==> config.mk <==
export PLATFORM = sky130hd
export DESIGN_NAME = bht_predictor
export DESIGN_NICKNAME = d
export VERILOG_FILES = /design/src/rtl/bp_pkg.sv /design/src/rtl/bp_update_fifo.sv /design/src/rtl/bht_predictor.sv
export SDC_FILE = /design/constraint.sdc
export NUM_CORES = 1
export LEC_CHECK = 0
export CORE_AREA = 2 2 185 187
export CTS_BUF_LIST = sky130_fd_sc_hd__clkbuf_4 sky130_fd_sc_hd__clkbuf_8
export CTS_CLUSTER_SIZE = 30
export DETAILED_ROUTE_END_ITERATION = 10
export DIE_AREA = 0 0 187 189
export PLACE_DENSITY = 0.62
export SLEW_MARGIN = 20
export SYNTH_ARGS = -nofsm -noshare
export SYNTH_HDL_FRONTEND = slang
export SYNTH_HIERARCHICAL = 1
export SYNTH_SLANG_ARGS = --single-unit
==> constraint.sdc <==
create_clock -name i_clock -period 11.2 [get_ports i_clock]
set_clock_uncertainty 0.1 [all_clocks]
set_input_delay 2.24 -clock i_clock [delete_from_list [all_inputs] [get_ports i_clock]]
set_output_delay 2.24 -clock i_clock [all_outputs]
set_load 0.005 [all_outputs]
==> src/rtl/bp_pkg.sv <==
// Shared types and helpers for the branch history table predictor.
package bp_pkg;

  localparam int unsigned MAX_IDX_BITS = 16;

  typedef logic [1:0] ctr_t;

  localparam ctr_t STRONG_NT = 2'd0;
  localparam ctr_t WEAK_NT   = 2'd1;
  localparam ctr_t WEAK_T    = 2'd2;
  localparam ctr_t STRONG_T  = 2'd3;

  typedef enum logic {StInit, StRun} bp_state_e;

  typedef struct packed {
    logic [MAX_IDX_BITS-1:0] index;
    logic                    taken;
    logic                    mispred;
  } upd_entry_t;

  // Saturating 2-bit counter step.
  function automatic ctr_t ctr_next(ctr_t c, logic taken);
    if (taken) begin
      return (c == STRONG_T) ? STRONG_T : c + 2'd1;
    end
    return (c == STRONG_NT) ? STRONG_NT : c - 2'd1;
  endfunction

endpackage

==> src/rtl/bp_update_fifo.sv <==
// Update FIFO: two enqueue slots (a ahead of b), one dequeue, registered free count.
module bp_update_fifo
  import bp_pkg::*;
#(
  parameter int unsigned DEPTH = 4
) (
  input  logic                       i_clock,
  input  logic                       i_reset,
  input  logic                       i_push_a,
  input  upd_entry_t                 i_data_a,
  input  logic                       i_push_b,
  input  upd_entry_t                 i_data_b,
  input  logic                       i_pop,
  output logic                       o_acc_a,
  output logic                       o_acc_b,
  output upd_entry_t                 o_head,
  output logic                       o_empty,
  output logic [$clog2(DEPTH):0]     o_free
);

  localparam int unsigned PtrW = $clog2(DEPTH);
  localparam int unsigned CntW = PtrW + 1;

  upd_entry_t            r_mem [DEPTH];
  logic [PtrW-1:0]       r_wr_ptr;
  logic [PtrW-1:0]       r_rd_ptr;
  logic [CntW-1:0]       r_count;

  logic [CntW-1:0]       w_free;
  logic [CntW-1:0]       w_need_b;
  logic                  w_pop;
  logic [PtrW-1:0]       w_wr_ptr_b;

  // Space is judged on the registered count only; a same-cycle pop gives no credit.
  assign w_free     = CntW'(DEPTH) - r_count;
  assign o_acc_a    = i_push_a && (w_free != '0);
  assign w_need_b   = o_acc_a ? CntW'(2) : CntW'(1);
  assign o_acc_b    = i_push_b && (w_free >= w_need_b);
  assign w_pop      = i_pop && (r_count != '0);
  assign w_wr_ptr_b = r_wr_ptr + PtrW'(o_acc_a);

  assign o_head  = r_mem[r_rd_ptr];
  assign o_empty = (r_count == '0);
  assign o_free  = w_free;

  always_ff @(posedge i_clock) begin
    if (i_reset) begin
      r_wr_ptr <= '0;
      r_rd_ptr <= '0;
      r_count  <= '0;
    end else begin
      r_wr_ptr <= r_wr_ptr + PtrW'(o_acc_a) + PtrW'(o_acc_b);
      r_rd_ptr <= r_rd_ptr + PtrW'(w_pop);
      r_count  <= r_count + CntW'(o_acc_a) + CntW'(o_acc_b) - CntW'(w_pop);
    end
  end

  always_ff @(posedge i_clock) begin
    if (o_acc_a) r_mem[r_wr_ptr] <= i_data_a;
    if (o_acc_b) r_mem[w_wr_ptr_b] <= i_data_b;
  end

endmodule

==> src/rtl/bht_predictor.sv <==
// Dual-slot bimodal branch predictor with buffered single-port table updates.
// Define BHT_STATS_EN to build the applied-update / mispredict statistic counters.
module bht_predictor
  import bp_pkg::*;
#(
  parameter int unsigned INDEX_BITS   = 6,
  parameter int unsigned FIFO_DEPTH   = 4,
  parameter logic [1:0]  COUNTER_INIT = 2'b01
) (
  input  logic        i_clock,
  input  logic        i_reset,
  input  logic [31:0] i_pc_top,
  input  logic [31:0] i_pc_bot,
  output logic        o_predict_top,
  output logic        o_predict_bot,
  input  logic        i_upd_valid_top,
  input  logic        i_upd_valid_bot,
  input  logic [31:0] i_upd_pc_top,
  input  logic [31:0] i_upd_pc_bot,
  input  logic        i_upd_taken_top,
  input  logic        i_upd_taken_bot,
  input  logic        i_upd_mispred_top,
  input  logic        i_upd_mispred_bot,
  output logic        o_upd_ready,
  output logic        o_bht_ready,
  output logic        o_overflow_err,
  output logic [31:0] o_update_count,
  output logic [31:0] o_mispred_count
);

  localparam int unsigned Entries = 1 << INDEX_BITS;
  localparam int unsigned FreeW   = $clog2(FIFO_DEPTH) + 1;

  bp_state_e             r_state;
  bp_state_e             w_state_d;
  logic [INDEX_BITS-1:0] r_init_idx;
  ctr_t                  r_table [Entries];
  logic                  r_overflow;

  logic                  w_run;
  upd_entry_t            w_entry_top;
  upd_entry_t            w_entry_bot;
  upd_entry_t            w_head;
  logic                  w_acc_top;
  logic                  w_acc_bot;
  logic                  w_fifo_empty;
  logic [FreeW-1:0]      w_free;
  logic                  w_apply;
  logic                  w_we;
  logic [INDEX_BITS-1:0] w_waddr;
  ctr_t                  w_wdata;

  assign w_run   = (r_state == StRun);
  assign w_apply = w_run && !w_fifo_empty;

  assign w_entry_top = '{index:   MAX_IDX_BITS'(i_upd_pc_top[INDEX_BITS-1:0]),
                         taken:   i_upd_taken_top,
                         mispred: i_upd_mispred_top};
  assign w_entry_bot = '{index:   MAX_IDX_BITS'(i_upd_pc_bot[INDEX_BITS-1:0]),
                         taken:   i_upd_taken_bot,
                         mispred: i_upd_mispred_bot};

  bp_update_fifo #(
    .DEPTH (FIFO_DEPTH)
  ) u_fifo (
    .i_clock  (i_clock),
    .i_reset  (i_reset),
    .i_push_a (w_run && i_upd_valid_top),
    .i_data_a (w_entry_top),
    .i_push_b (w_run && i_upd_valid_bot),
    .i_data_b (w_entry_bot),
    .i_pop    (w_run),
    .o_acc_a  (w_acc_top),
    .o_acc_b  (w_acc_bot),
    .o_head   (w_head),
    .o_empty  (w_fifo_empty),
    .o_free   (w_free)
  );

  always_comb begin
    w_state_d = r_state;
    if (r_state == StInit && r_init_idx == '1) begin
      w_state_d = StRun;
    end
  end

  always_ff @(posedge i_clock) begin
    if (i_reset) begin
      r_state    <= StInit;
      r_init_idx <= '0;
      r_overflow <= 1'b0;
    end else begin
      r_state <= w_state_d;
      if (r_state == StInit) r_init_idx <= r_init_idx + 1'b1;
      if (w_run && ((i_upd_valid_top && !w_acc_top) || (i_upd_valid_bot && !w_acc_bot))) begin
        r_overflow <= 1'b1;
      end
    end
  end

  // Single write port: init sweep, else the FIFO head against the pre-write counter.
  always_comb begin
    w_we    = 1'b0;
    w_waddr = r_init_idx;
    w_wdata = COUNTER_INIT;
    if (!i_reset) begin
      if (r_state == StInit) begin
        w_we = 1'b1;
      end else if (!w_fifo_empty) begin
        w_we    = 1'b1;
        w_waddr = w_head.index[INDEX_BITS-1:0];
        w_wdata = ctr_next(r_table[w_head.index[INDEX_BITS-1:0]], w_head.taken);
      end
    end
  end

  always_ff @(posedge i_clock) begin
    if (w_we) r_table[w_waddr] <= w_wdata;
  end

  assign o_predict_top  = w_run && r_table[i_pc_top[INDEX_BITS-1:0]][1];
  assign o_predict_bot  = w_run && r_table[i_pc_bot[INDEX_BITS-1:0]][1];
  assign o_upd_ready    = w_run && (w_free >= FreeW'(2));
  assign o_bht_ready    = w_run;
  assign o_overflow_err = r_overflow;

`ifdef BHT_STATS_EN
  logic [31:0] r_update_count;
  logic [31:0] r_mispred_count;

  always_ff @(posedge i_clock) begin
    if (i_reset) begin
      r_update_count  <= '0;
      r_mispred_count <= '0;
    end else if (!i_reset && w_apply) begin
      if (r_update_count != '1) r_update_count <= r_update_count + 32'd1;
      if (w_head.mispred && r_mispred_count != '1) r_mispred_count <= r_mispred_count + 32'd1;
    end
  end

  assign o_update_count  = r_update_count;
  assign o_mispred_count = r_mispred_count;

  logic w_unused;
  assign w_unused = ^{i_pc_top, i_pc_bot, i_upd_pc_top, i_upd_pc_bot, w_head.index};
`else
  assign o_update_count  = '0;
  assign o_mispred_count = '0;

  logic w_unused;
  assign w_unused = ^{i_pc_top, i_pc_bot, i_upd_pc_top, i_upd_pc_bot, w_head.index,
                      w_head.mispred, w_apply};
`endif

endmodule

# Word-level counts from Yosys, hierarchy flattened
# Memory sizes are Yosys's and may differ from the RTL's. A register that Yosys moved wholly into a read port is not among the register bits.
# Index checks and enable logic that the tools add are counted.
# Widths: inputs -> output; s select.
# classes
add_sub_neg	10
magnitude_cmp	2
eq_ne	2
muxes	25
bitwise_logic	1
n_reduce_logical	19
# op_table
op	n
$mux 2	9
$mux 6	3
$mux 1	13
$logic_and 1x1->1	12
$add 2x1->2	3
$add 3x1->3	2
$add 6x1->6 const B	1
$eq 6x6->1 const B	1
$reduce_bool 3->1	2
$ge 3x2->1 const B	1
$ge 3x3->1	1
$logic_not 3->1	1
$sub 3x1->3	1
$sub 3x3->3 const A	1
$add 2x1->2 const B	1
$eq 2x2->1 const B	1
$logic_not 1->1	2
$logic_not 2->1	1
$sub 2x1->2 const B	1
$logic_or 1x1->1	1
$not 1->1	1
# word_totals
regBits	15
mem_bits_rw	160
in_bits	136
out_inout_bits	69
elab_cells	67
n_memories	2
# memory_table
name	words	width	rd	rd_clocked_by_memory_dff	wr	line_no	source
r_table	64	2	3	0	1	bht_predictor.sv:37	ctr_t r_table [Entries];
u_fifo.r_mem	4	8	1	1	2	bp_update_fifo.sv:24	upd_entry_t r_mem [DEPTH];

# Depth between registers and ports, before layout
# depth
depth_word	10
depth_mapped	13
depth_no_buf	13

# Cells and area by module
# Netlist, hierarchy kept.
# by_module_without_submodules
mod	instances	cells_each	area_each_um2	seq_area_each_um2
bht_predictor	1	540	7633.6	4003.8
bp_update_fifo	1	238	4216.5	2302.2

# Worst setup path before layout
# Ideal clock, no wire load.
# synth_timing
path_kind	input to output
from	input port i_pc_top[1]
to	output port o_predict_top
t_arrival_ns	4.018
slack_ns	4.842
stages	6
n_path_buf	2
path_cell_list	clkbuf_1 -> buf_1 -> mux4_1 -> mux4_2 -> mux2_2 -> o211a_1
# synth_between
elab_chain_cells	2
# synth_rtl
element	line_no	source
start: declaration	bht_predictor.sv:12	input logic [31:0] i_pc_top,
$mem_v2 64x2	-	
$logic_and 1x1->1	bht_predictor.sv:121	assign o_predict_top = w_run && r_table[i_pc_top[INDEX_BITS-1:0]][1];
end: declaration	bht_predictor.sv:14	output logic o_predict_top,
# No other way between the ends.

# Worst setup path after layout
# Same ends and word-level chain as after synthesis.

==> results.sh <==
export IMPL_io_pins=205
export IMPL_rows=67
export IMPL_max_freq_mhz=132
export IMPL_grt_max_degree=65
export IMPL_drive_above_1_share=0.183
export IMPL_tns_ns=0
export IMPL_drcViolationCount=0
export IMPL_via_count=5655
export IMPL_drt_total_wl_mm=21.3
export IMPL_nets=840
export IMPL_ctsResizeCount=0
export IMPL_cp_required_ns=8.86
export IMPL_cp_max_fo=16
export IMPL_cts_tree="yes"
export IMPL_r2r_slack_ns=6.76
export IMPL_first_pass_iters=6
export IMPL_irDropWorstVdd_mv=0.0601
export IMPL_root_buffer="clkbuf_8"
export IMPL_chipWidth_um=187
export IMPL_cts_sinks=171
export IMPL_leakagePower_nw=3.66
export IMPL_grt_overflow_total=0
export IMPL_drtIter0Drc=539
export IMPL_clk_latency_ns=0.47
export IMPL_portBuffers=34
export IMPL_hpwl_mm=14.3
export IMPL_dieArea_mm2=0.0353
export IMPL_hp_start="o_overflow_err"
export IMPL_placed_area_mm2=0.0101
export IMPL_status="finished, final reports clean"
export IMPL_syn_area_per_cell_um2=14.3
export IMPL_synthCells=678
export IMPL_cts_htree_levels=4
export IMPL_max_cap_violations=0
export IMPL_hold_buffers=0
export IMPL_setup_ws_ns=3.60
export IMPL_rsz0062_at_grt="false"
export IMPL_viasPerCell=4.90
export IMPL_startpoint_type="input port"
export IMPL_syn_area_mm2=0.00967
export IMPL_max_slew_margin_rel=0.357
export IMPL_core_area_mm2=0.0333
export IMPL_die_h_um=189
export IMPL_gp_congestion=0.770
export IMPL_antenna_left=0
export IMPL_finalHoldViolCount=0
export IMPL_critPathKind="input port to primary output"
export IMPL_numCtsBuffers=17
export IMPL_end_kind="primary output"
export IMPL_cts_clk_slew_worst_paths_ns=0.09
export IMPL_holdPathEnd="o_overflow_err"
export IMPL_pre_cts_slack_ns=3.20
export IMPL_r2r_start="u_fifo/r_rd_ptr[0]"
export IMPL_yosys_warnings=6
export IMPL_powerDensity_mw_per_mm2=114
export IMPL_numPlacedInstances=1121
export IMPL_antenna_found_initial=0
export IMPL_n_antenna_cell=0
export IMPL_arrival_ns=5.26
export IMPL_worstMarginPinSlew_ns=0.962
export IMPL_grt_usage=0.121
export IMPL_min_period_ns=7.60
export IMPL_holdPathStages=2
export IMPL_area_growth_pct=8.36
export IMPL_design_area_mm2=0.0105
export IMPL_maxSlewViolCount=0
export IMPL_r2r_cells=8
export IMPL_grt_pass1_wl_mm=32.5
export IMPL_layout_cells_non_filler=1153
export IMPL_r2r_end="r_table[31][1]"
export IMPL_post_cts_setup_buffers=0
export IMPL_start_util=0.291
export IMPL_wl_per_cell_um=18.5
export IMPL_hold_class="flop to flop"
export IMPL_grt_pass1_vias=5403
export IMPL_period_share=0.678
export IMPL_setup_viol=0
export IMPL_clk_path_buf_depth=2
[worst max-delay path: stages]
cell             delay (ns)
clkdlybuf4s50_1        1.10
mux4_1                 0.44
mux4_2                 0.54
mux2_2                 0.28
o211a_1                0.20
clkdlybuf4s50_1        0.44
[registers in the layout, summed over array words and instances (netlist names)]
signal,count
r_init_idx,6
u_fifo/r_mem,28
u_fifo/r_rd_ptr,2
o_overflow_err,1
u_fifo/r_wr_ptr,2
r_table,128
u_fifo/r_count,3
o_bht_ready,1
[metal layers]
layer  share of wire  global-route usage
met5               0                   0
met4           0.012              0.0290
met3           0.074              0.0315
met2            0.46               0.185
met1            0.46               0.172
[final cells by class]
cell class | count | area (µm²)
clock buffer | 18 | 241
timing repair buffer | 38 | 360
sequential | 171 | 4980
clock inverter | 14 | 156
inverter | 19 | 73.8
fill | 3297 | 22800
multi-input combinational | 445 | 4100
tap | 448 | 561
[power breakdown]
group	leakage, nW	switching [W]	internal (W)
Combinational	1.80	0.0000331	0.0000288
Sequential	1.65	0.00000210	0.000689
Clock	0.204	0.000252	0.000189
Total	3.66	0.000287	0.000906
[worst max-delay path by stage]
stage	start	to	slack (ns)	cells past startpoint
final	i_pc_top[1]	o_predict_top	3.60	6
after global routing	i_pc_top[1]	o_predict_top	3.56	6
after CTS	i_pc_top[0]	o_predict_top	3.20	6
after detailed placement	i_pc_top[0]	o_predict_top	3.20	6
after global placement	i_pc_top[0]	o_predict_top	3.21	6
after floorplan	i_pc_top[1]	o_predict_top	4.84	6
[stage by stage]
stage	power, W	util	hold slack (ns)
floorplan	0.000759	-	0.371
global placement	0.000766	0.302	0.382
detailed placement	0.000767	0.302	0.374
CTS	0.00121	0.314	0.408
global route	0.00123	0.315	0.443
finish	0.00119	0.315	0.401
[cells in the final DEF (no fill, tap or decap), types with 7 or more instances in the layout]
master and instances:
conb_1 64, nor2_1 89, xnor2_1 7, clkdlybuf4s50_1 32
mux2i_1 23, a22oi_1 8, dfxtp_1 15, mux4_1 26
clkbuf_8 17, o21ai_0 7, mux2_2 34, nand2_1 26
edfxtp_1 156, nor2b_1 10, inv_1 18, nand3_1 12
ha_1 10, mux4_2 44
No activity file was read; power rests on OpenSTA's default activity.
